**src/rtl/hilo_pkg.sv**
```systemverilog
// hilo_pkg: shared types and constants for the HI/LO multiply sequencer.
//   DATA_W   : architectural word width
//   CNT_W    : width of the RUN-phase cycle counter
//   MULT_LAT : RUN cycles before mult_done can be trusted
//   TIMEOUT  : last RUN count before the operation is abandoned
package hilo_pkg;

   localparam int unsigned DATA_W   = 32;
   localparam int unsigned CNT_W    = 6;
   localparam int unsigned MULT_LAT = 34;
   localparam int unsigned TIMEOUT  = 63;

   typedef logic [DATA_W-1:0] word_t;

   // Sequencer states
   typedef enum logic [1:0] {
      IDLE = 2'd0,
      CLR  = 2'd1,
      RUN  = 2'd2,
      CAPT = 2'd3
   } state_e;

   // Architectural HI/LO register pair
   typedef struct packed {
      word_t hi;
      word_t lo;
   } hilo_t;

endpackage

```
**src/rtl/hilo_seq.sv**
```systemverilog
// hilo_seq: sequences an external multi-cycle multiplier and owns the
// architectural HI/LO registers.
//   clock, reset        : rising-edge clock, asynchronous active-low reset
//   start, op_a, op_b   : multiply request; operands sampled in the start cycle
//   mthi, mtlo, wdata   : direct HI/LO writes, honoured only while idle
//   mult_a, mult_b      : registered operands to the multiplier
//   mult_ctrl, mult_rst : multiplier enable and synchronous clear
//   mult_hi/lo, done    : multiplier result and (sticky) done flag
//   hi, lo              : architectural HI/LO
//   busy, done_pulse    : stall request, one-cycle completion flag
//   err                 : sticky timeout flag, cleared only by reset
module hilo_seq
   import hilo_pkg::*;
(
   input  logic              clock,
   input  logic              reset,
   input  logic              start,
   input  logic [DATA_W-1:0] op_a,
   input  logic [DATA_W-1:0] op_b,
   input  logic              mthi,
   input  logic              mtlo,
   input  logic [DATA_W-1:0] wdata,
   output logic [DATA_W-1:0] mult_a,
   output logic [DATA_W-1:0] mult_b,
   output logic              mult_ctrl,
   output logic              mult_rst,
   input  logic [DATA_W-1:0] mult_hi,
   input  logic [DATA_W-1:0] mult_lo,
   input  logic              mult_done,
   output logic [DATA_W-1:0] hi,
   output logic [DATA_W-1:0] lo,
   output logic              busy,
   output logic              done_pulse,
   output logic              err
);

   state_e             state_q,      state_d;
   logic [CNT_W-1:0]   run_cnt_q,    run_cnt_d;
   word_t              mult_a_q,     mult_a_d;
   word_t              mult_b_q,     mult_b_d;
   hilo_t              hilo_q,       hilo_d;
   logic               mult_ctrl_q,  mult_ctrl_d;
   logic               mult_rst_q,   mult_rst_d;
   logic               busy_q,       busy_d;
   logic               done_pulse_q, done_pulse_d;
   logic               err_q,        err_d;

   // mult_done may be left over from the previous operation until the
   // multiplier has had MULT_LAT enabled cycles, so it is masked until then.
   logic               run_ripe;
   logic               run_expired;

   assign run_ripe    = (run_cnt_q >= CNT_W'(MULT_LAT));
   assign run_expired = (run_cnt_q == CNT_W'(TIMEOUT));

   // Next-state and next-output logic. Registered outputs are computed from
   // the next state, so each is valid in the same cycle as its state; the
   // HI/LO capture is loaded on the RUN->CAPT edge so the new value and
   // done_pulse are both visible during the CAPT cycle.
   always_comb begin
      state_d      = state_q;
      run_cnt_d    = run_cnt_q;
      mult_a_d     = mult_a_q;
      mult_b_d     = mult_b_q;
      hilo_d       = hilo_q;
      done_pulse_d = 1'b0;
      err_d        = err_q;

      case (state_q)
         IDLE: begin
            if (mthi) begin
               hilo_d.hi = wdata;
            end
            if (mtlo) begin
               hilo_d.lo = wdata;
            end
            if (start) begin
               mult_a_d  = op_a;
               mult_b_d  = op_b;
               run_cnt_d = '0;
               state_d   = CLR;
            end
         end

         CLR: begin
            run_cnt_d = '0;
            state_d   = RUN;
         end

         RUN: begin
            run_cnt_d = run_cnt_q + CNT_W'(1);
            if (run_ripe && mult_done) begin
               hilo_d.hi    = mult_hi;
               hilo_d.lo    = mult_lo;
               done_pulse_d = 1'b1;
               state_d      = CAPT;
            end else if (run_expired) begin
               err_d   = 1'b1;
               state_d = IDLE;
            end
         end

         CAPT: begin
            state_d = IDLE;
         end

         default: begin
            state_d = IDLE;
         end
      endcase

      mult_ctrl_d = (state_d == RUN);
      mult_rst_d  = (state_d == CLR);
      busy_d      = (state_d != IDLE);
   end

   // State and output registers
   always_ff @(posedge clock or negedge reset) begin
      if (!reset) begin
         state_q      <= IDLE;
         run_cnt_q    <= '0;
         mult_a_q     <= '0;
         mult_b_q     <= '0;
         hilo_q       <= '0;
         mult_ctrl_q  <= 1'b0;
         mult_rst_q   <= 1'b0;
         busy_q       <= 1'b0;
         done_pulse_q <= 1'b0;
         err_q        <= 1'b0;
      end else begin
         state_q      <= state_d;
         run_cnt_q    <= run_cnt_d;
         mult_a_q     <= mult_a_d;
         mult_b_q     <= mult_b_d;
         hilo_q       <= hilo_d;
         mult_ctrl_q  <= mult_ctrl_d;
         mult_rst_q   <= mult_rst_d;
         busy_q       <= busy_d;
         done_pulse_q <= done_pulse_d;
         err_q        <= err_d;
      end
   end

   assign mult_a     = mult_a_q;
   assign mult_b     = mult_b_q;
   assign mult_ctrl  = mult_ctrl_q;
   // Multiplier clears together with this block while reset is low.
   assign mult_rst   = mult_rst_q | ~reset;
   assign hi         = hilo_q.hi;
   assign lo         = hilo_q.lo;
   assign busy       = busy_q;
   assign done_pulse = done_pulse_q;
   assign err        = err_q;

endmodule

```
**config.mk**
```make
export PLATFORM = sky130hd
export DESIGN_NAME = hilo_seq
export DESIGN_NICKNAME = d
export VERILOG_FILES = /design/src/rtl/hilo_pkg.sv /design/src/rtl/hilo_seq.sv
export SDC_FILE = /design/constraint.sdc
export NUM_CORES = 1
export LEC_CHECK = 0
export CORE_ASPECT_RATIO = 1.1
export CORE_MARGIN = 2
export CORE_UTILIZATION = 45
export CTS_CLUSTER_SIZE = 10
export DETAILED_ROUTE_END_ITERATION = 10
export HOLD_SLACK_MARGIN = 0.03
export PLACE_DENSITY_LB_ADDON = 0.15
export SKIP_CTS_REPAIR_TIMING = 1
export SYNTH_ARGS = -nofsm -noshare
export SYNTH_HDL_FRONTEND = slang
export SYNTH_SLANG_ARGS = --single-unit
```
**constraint.sdc**
```tcl
create_clock -name clock -period 4.3 [get_ports clock]
set_clock_uncertainty 0.2 [all_clocks]
set_input_delay 0.43 -clock clock [delete_from_list [all_inputs] [get_ports clock]]
set_output_delay 0.43 -clock clock [all_outputs]
set_load 0.005 [all_outputs]
```
==> flow_summary.yaml, run 1 <==
run_status:
  status: "complete, no violations"
setup_path:
  critPathMaxStageDelay_ns: 0.76
  crit_type: "reg -> reg"
  critical-path-top-delay-family: "simple AND/OR/NAND/NOR gates"
  required_ns: 4.39
  worst-path-buf-inv: 1
  r2r-start: "state_q[0]"
  reg2reg_depth: 6
  r2r_end: "hi[0]"
  start_kind: "flop"
  reg2reg_slack_ns: 1.47
  worstPathMaxFanout: 32
  crit_path_top_delay_cell: "nand3_2"
  critPathArrivalTime_ns: 2.92
  crit_path_cell_trace: "inv_1 > ha_1 > nor2b_1 > nor2b_1 > nand3_2 > a22oi_1"
  cp_common_cell: "nor2b_1"
  cp-end-kind: "flop"
grt:
  grt_start_max_net_pins: 77
  track_usage_pct: 24.5
  gr-total-overflow: 0
  antenna_found_initial: 0
  grt_first_pass_wirelength_um: 29200
  grt-busiest-layer: "met2"
  use_met3_pct: 10.1
  met2_usage_pct: 41.5
  gr-usage-met1_pct: 27.0
  grt_pass1_vias: 5630
logic_synthesis:
  synth_simple_gate_area_share_pct: 9.86
  synth_seq_cells: 141
  syn-cell-area_um2: 6470
  synth_area_leader_cell: "dfrtp_1"
  synth-xor-area-share_pct: 0
  ys_types: 33
  ys.flop_type: "dfrtp_1"
  yosysWarnings: 0
  avgSynthCellArea_um2: 12.1
  synthMuxAreaShare_pct: 11.4
  synth-compound-area-share_pct: 19.3
  synth_top_family_by_area: "compound AO/OA/AOI/OAI gates"
  postSynthCellCount: 533
  synthTopCellsByArea: "dfrtp_1, a22oi_2, mux2_2, a21oi_1, nor2_1"
  ys_async_sr_fraction_pct: 100
  syn_nets: 703
  yosys.area.top_type_share_pct: 54.5
  ys_seq_area_share_pct: 54.5
  synthAdderAreaFrac_pct: 0.774
  synth_edf_count: 0
drt:
  first_pass_iters: 4
  vias: 5267
  viasPerCell: 5.16
  wl_per_cell_um: 18.1
  drt_iter0_markers: 256
  routed_wl_um: 18500
  drtAntennaViolNets: 0
  drc: 0
final_layout:
  layout_commonest_cell: "clkdlybuf4s50_1"
  final_nets: 991
  area_growth_pct: 58.2
  final_cell_mix: "clkdlybuf4s50_1, dfrtp_1, nor2_1"
  nFillCells: 1002
  fin_cells: 1021
  drive_above_1_share_pct: 21.4
  antenna_cells: 0
sta:
  tightestPinTransition_ns: 0.994
  setup_violations: 0
  rsz0062_at_grt: "no"
  maxSlewViolCount: 0
  finalCriticalPeriod_ns: 2.83
  max_freq_ghz: 0.353
  finalSetupTns_ns: 0
  fin_hold_ws_ns: 0.275
  fin_crit_sh_pct: 65.8
  final_hold_viol_count: 0
  slew_headroom_pct: 33.7
floorplanning:
  core_area_um2: 13900
  dieWidth_um: 118
  start_util_pct: 46.5
  rows: 45
  die_h_um: 130
  die_area_um2: 15400
  num_io_pins: 299
clock_tree:
  cts_sinks: 141
  h-tree-depth: 4
  cts.clk_slew.worst_paths_ns: 0.06
  cts_buffers: 17
  clk_path_buf_depth: 2
  clock-root-buffer: "clkbuf_16"
  clk_latency_ns: 0.42
  cts_tree: "built"
power:
  powerDensity_nw_per_um2: 759
  ir_drop_uv: 418
  leakagePower_nw: 4.13
flow_run:
  drv_cap: 0
place:
  gp_congestion: 0.821
  hpwl_um: 13500
  io_buffer_count: 298
  dp_cells: 989
worst_hold_path:
  min_from: "err"
  hold_depth: 1
  min_path_type: "reg -> reg"
  hold_end: "err"
==> stage by stage <==
| stage | utilization, % | cell area [um2] | total power (W) | setup WS, ns |
|---|---|---|---|---|
| after floorplan | - | 6470 | 0.00423 | 2.28 |
| after global placement | 68.6 | 9540 | 0.00598 | 1.48 |
| after detailed placement | 68.6 | 9540 | 0.00613 | 1.35 |
| after CTS | 73.5 | 10200 | 0.00785 | 1.49 |
| after global routing | 73.6 | 10200 | 0.00824 | 1.28 |
| final | 73.6 | 10200 | 0.00777 | 1.47 |
==> where the power goes <==
part	internal, W	switching, W	leakage [nW]
logic	0.00211	0.00164	2.17
clock network	0.00113	0.000540	0.324
registers	0.00199	0.000364	1.63
total	0.00523	0.00254	4.13
==> state kept, by name, indices dropped and copies added, names as in the netlist <==
name / cells
state_q: 2
lo: 32
done_pulse: 1
err: 1
busy: 1
mult_b: 32
mult_rst_q: 1
mult_ctrl: 1
run_cnt_q: 6
mult_a: 32
hi: 32
==> cell type report <==
class / count / area [um2] / area share [%]
Sequential cell: 141 / 3530 / 34.5
Timing Repair Buffer: 307 / 3050 / 29.8
Multi-Input combinational cell: 348 / 2710 / 26.5
Clock buffer: 20 / 467 / 4.56
Tap cell: 188 / 235 / 2.30
Clock inverter: 11 / 213 / 2.08
Inverter: 6 / 22.5 / 0.220
==> how the worst max path moves through the flow <==
stage	startpoint	end	slack (ns)	depth (start not counted)
4_1_cts	state_q[0]	hi[0]	1.49	4
3_3_place_gp	mult_done	lo[31]	1.48	5
5_1_grt	state_q[0]	hi[0]	1.28	6
6_report	state_q[0]	hi[0]	1.47	6
3_5_place_dp	mult_done	lo[0]	1.35	5
2_1_floorplan	state_q[0]	run_cnt_q[4]	2.28	8
==> routing by layer <==
metal	part of all wire, %	vias to the layer above
li1	-	2462
met1	37	2540
met2	50	222
met3	9.4	43
met4	3.6	0
met5	0	-
==> synthesized netlist by cell type, drive strengths merged (3+ instances only) <==
master and instances:
a21oi 66, a22o 3, a22oi 64, buf 19, clkbuf 19, dfrtp 141
ha 4, inv 6, mux2 64, nand2 8, nand2b 7, nand3 4
nor2 70, nor2b 36, o21ai 5
==> cell families (layout without fill, tap and decap cells) <==
| family | count (synthesis) | after routing |
|---|---|---|
| simple gates | 132 | 132 |
| buf+inv | 44 | 344 |
| mux | 66 | 66 |
| flops | 141 | 141 |
| compound gates | 146 | 146 |
| fa+ha+maj | 4 | 4 |
No activity file was read; power rests on OpenSTA's default activity.
==> inputs of run 2 (changes only) <==
--- a/config.mk
+++ b/config.mk
@@ -7,7 +7,7 @@
 export LEC_CHECK = 0
 export CORE_ASPECT_RATIO = 1.1
 export CORE_MARGIN = 2
-export CORE_UTILIZATION = 45
+export CORE_UTILIZATION = 38
 export CTS_CLUSTER_SIZE = 10
 export DETAILED_ROUTE_END_ITERATION = 10
 export HOLD_SLACK_MARGIN = 0.03
==> constraint.sdc (replaced) <==
create_clock -name clock -period 2.4 [get_ports clock]
set_clock_uncertainty 0.2 [all_clocks]
set_input_delay 0.24 -clock clock [delete_from_list [all_inputs] [get_ports clock]]
set_output_delay 0.24 -clock clock [all_outputs]
set_load 0.005 [all_outputs]
==> flow_summary.yaml, run 2 (synthesized netlist as in run 1, its figures left out) <==
sta:
  finalCriticalPeriod_ns: 2.19
  finalSetupTns_ns: 0
  max_freq_ghz: 0.457
  maxSlewViolCount: 0
  tightestPinTransition_ns: 0.789
  fin_ws_ns: 0.210
  final_hold_viol_count: 0
  setup_violations: 0
  fin_crit_sh_pct: 91.2
  slew_headroom_pct: 47.4
worst_hold_path:
  min_path_type: "in -> reg"
  hold_depth: 2
drt:
  wl_per_cell_um: 18.3
  vias: 5266
  routed_wl_um: 19100
  drt_iter0_markers: 220
  first_pass_iters: 4
  drtAntennaViolNets: 0
  viasPerCell: 5.03
  drc: 0
grt:
  grt_first_pass_wirelength_um: 29200
  gr-total-overflow: 0
  grt_start_max_net_pins: 142
  track_usage_pct: 21.1
  grt_pass1_vias: 5528
  antenna_found_initial: 0
setup_path:
  cp-end-kind: "flop"
  required_ns: 2.49
  critPathArrivalTime_ns: 2.28
  start_kind: "flop"
  worstPathMaxFanout: 61
  reg2reg_depth: 6
  crit_type: "reg -> reg"
power:
  leakagePower_nw: 4.15
  ir_drop_uv: 636
  powerDensity_nw_per_um2: 1320
  p_total_w: 0.0136
final_layout:
  fin_cells: 1046
  regArea_um2: 3530
  drive_above_1_share_pct: 22.0
  final_cell_mix: "clkdlybuf4s50_1, dfrtp_1, nor2_1"
  multi_input_comb_area_um2: 2720
  antenna_cells: 0
  final_nets: 997
  area_growth_pct: 59.3
  nFillCells: 1317
  layout_commonest_cell: "clkdlybuf4s50_1"
  postLayoutCoreUtil_pct: 61.2
floorplanning:
  die_h_um: 141
  num_io_pins: 299
  core_area_um2: 16800
  rows: 50
  start_util_pct: 38.4
  die_area_um2: 18100
  dieWidth_um: 128
clock_tree:
  h-tree-depth: 4
  cts_buffers: 17
  cts_tree: "built"
  clock-root-buffer: "clkbuf_16"
  clk_latency_ns: 0.41
  clk_path_buf_depth: 2
  cts_sinks: 141
  cts.clk_slew.worst_paths_ns: 0.06
run_status:
  status: "complete, no violations"
place:
  hpwl_um: 14100
  gp_congestion: 0.793
  io_buffer_count: 298
  dp_cells: 1013
  pre_cts_ws_ns: 0.0152
flow_run:
  drv_cap: 0
run 2: cell types whose count changed in the layout (fill, tap and decap cells not counted), sizes merged:
cell / change
buf: +6
bufinv: -4
clkbuf: -1
clkinv: +4
run 2: where the power goes:
| part | leakage [nW] | switching [W] | internal (W) |
|---|---|---|---|
| sequential | 1.63 | 0.000641 | 0.00356 |
| combinational | 2.24 | 0.00296 | 0.00393 |
| clock | 0.276 | 0.000976 | 0.00157 |
| total | 4.15 | 0.00458 | 0.00906 |
run 2: final timing paths:
path / startpoint / endpoint / slack [ns]
worst max-delay path: state_q[0] / hi[30] / 0.21
worst max register to register: state_q[0] / hi[30] / 0.21
max in group asynchronous: reset / mult_a[10] / 0.99
worst min-delay path: op_b[15] / mult_b[15] / 0.23
worst min register to register: err / err / 0.28
min in group asynchronous: reset / lo[30] / 0.39
run 2: worst max-delay path, stage by stage (launching register included):
cell and delay [ns]:
dfrtp_1 0.39, inv_1 0.14, ha_4 0.28, buf_4 0.52, nor2b_1 0.13, a21oi_1 0.27, a22oi_2 0.12
run 2: final cells by class:
class / count / area share, %
multi-input cells: 348 / 26.4
inverters: 6 / 0.219
clock inverters: 11 / 1.17
repair buffers: 313 / 31.0
flip-flops and latches: 141 / 34.2
clock buffers: 19 / 4.40
well taps: 208 / 2.53
run 2: stage by stage:
stage          cell area [um2]  hold slack [ns]
6_report                 10300            0.233
2_1_floorplan             6470           -0.256
3_3_place_gp              9700            0.236
3_5_place_dp              9700            0.251
4_1_cts                  10300           -0.198
5_1_grt                  10300            0.214
run 2: layer usage:
layer	wire length (um)	up-vias	share of wire [%]	track usage, %
li1	-	2476	-	-
met1	7140	2548	37	23.2
met2	9500	225	50	36.0
met3	2150	17	11	10.7
met4	297	0	1.6	6.02
met5	0	-	0	0
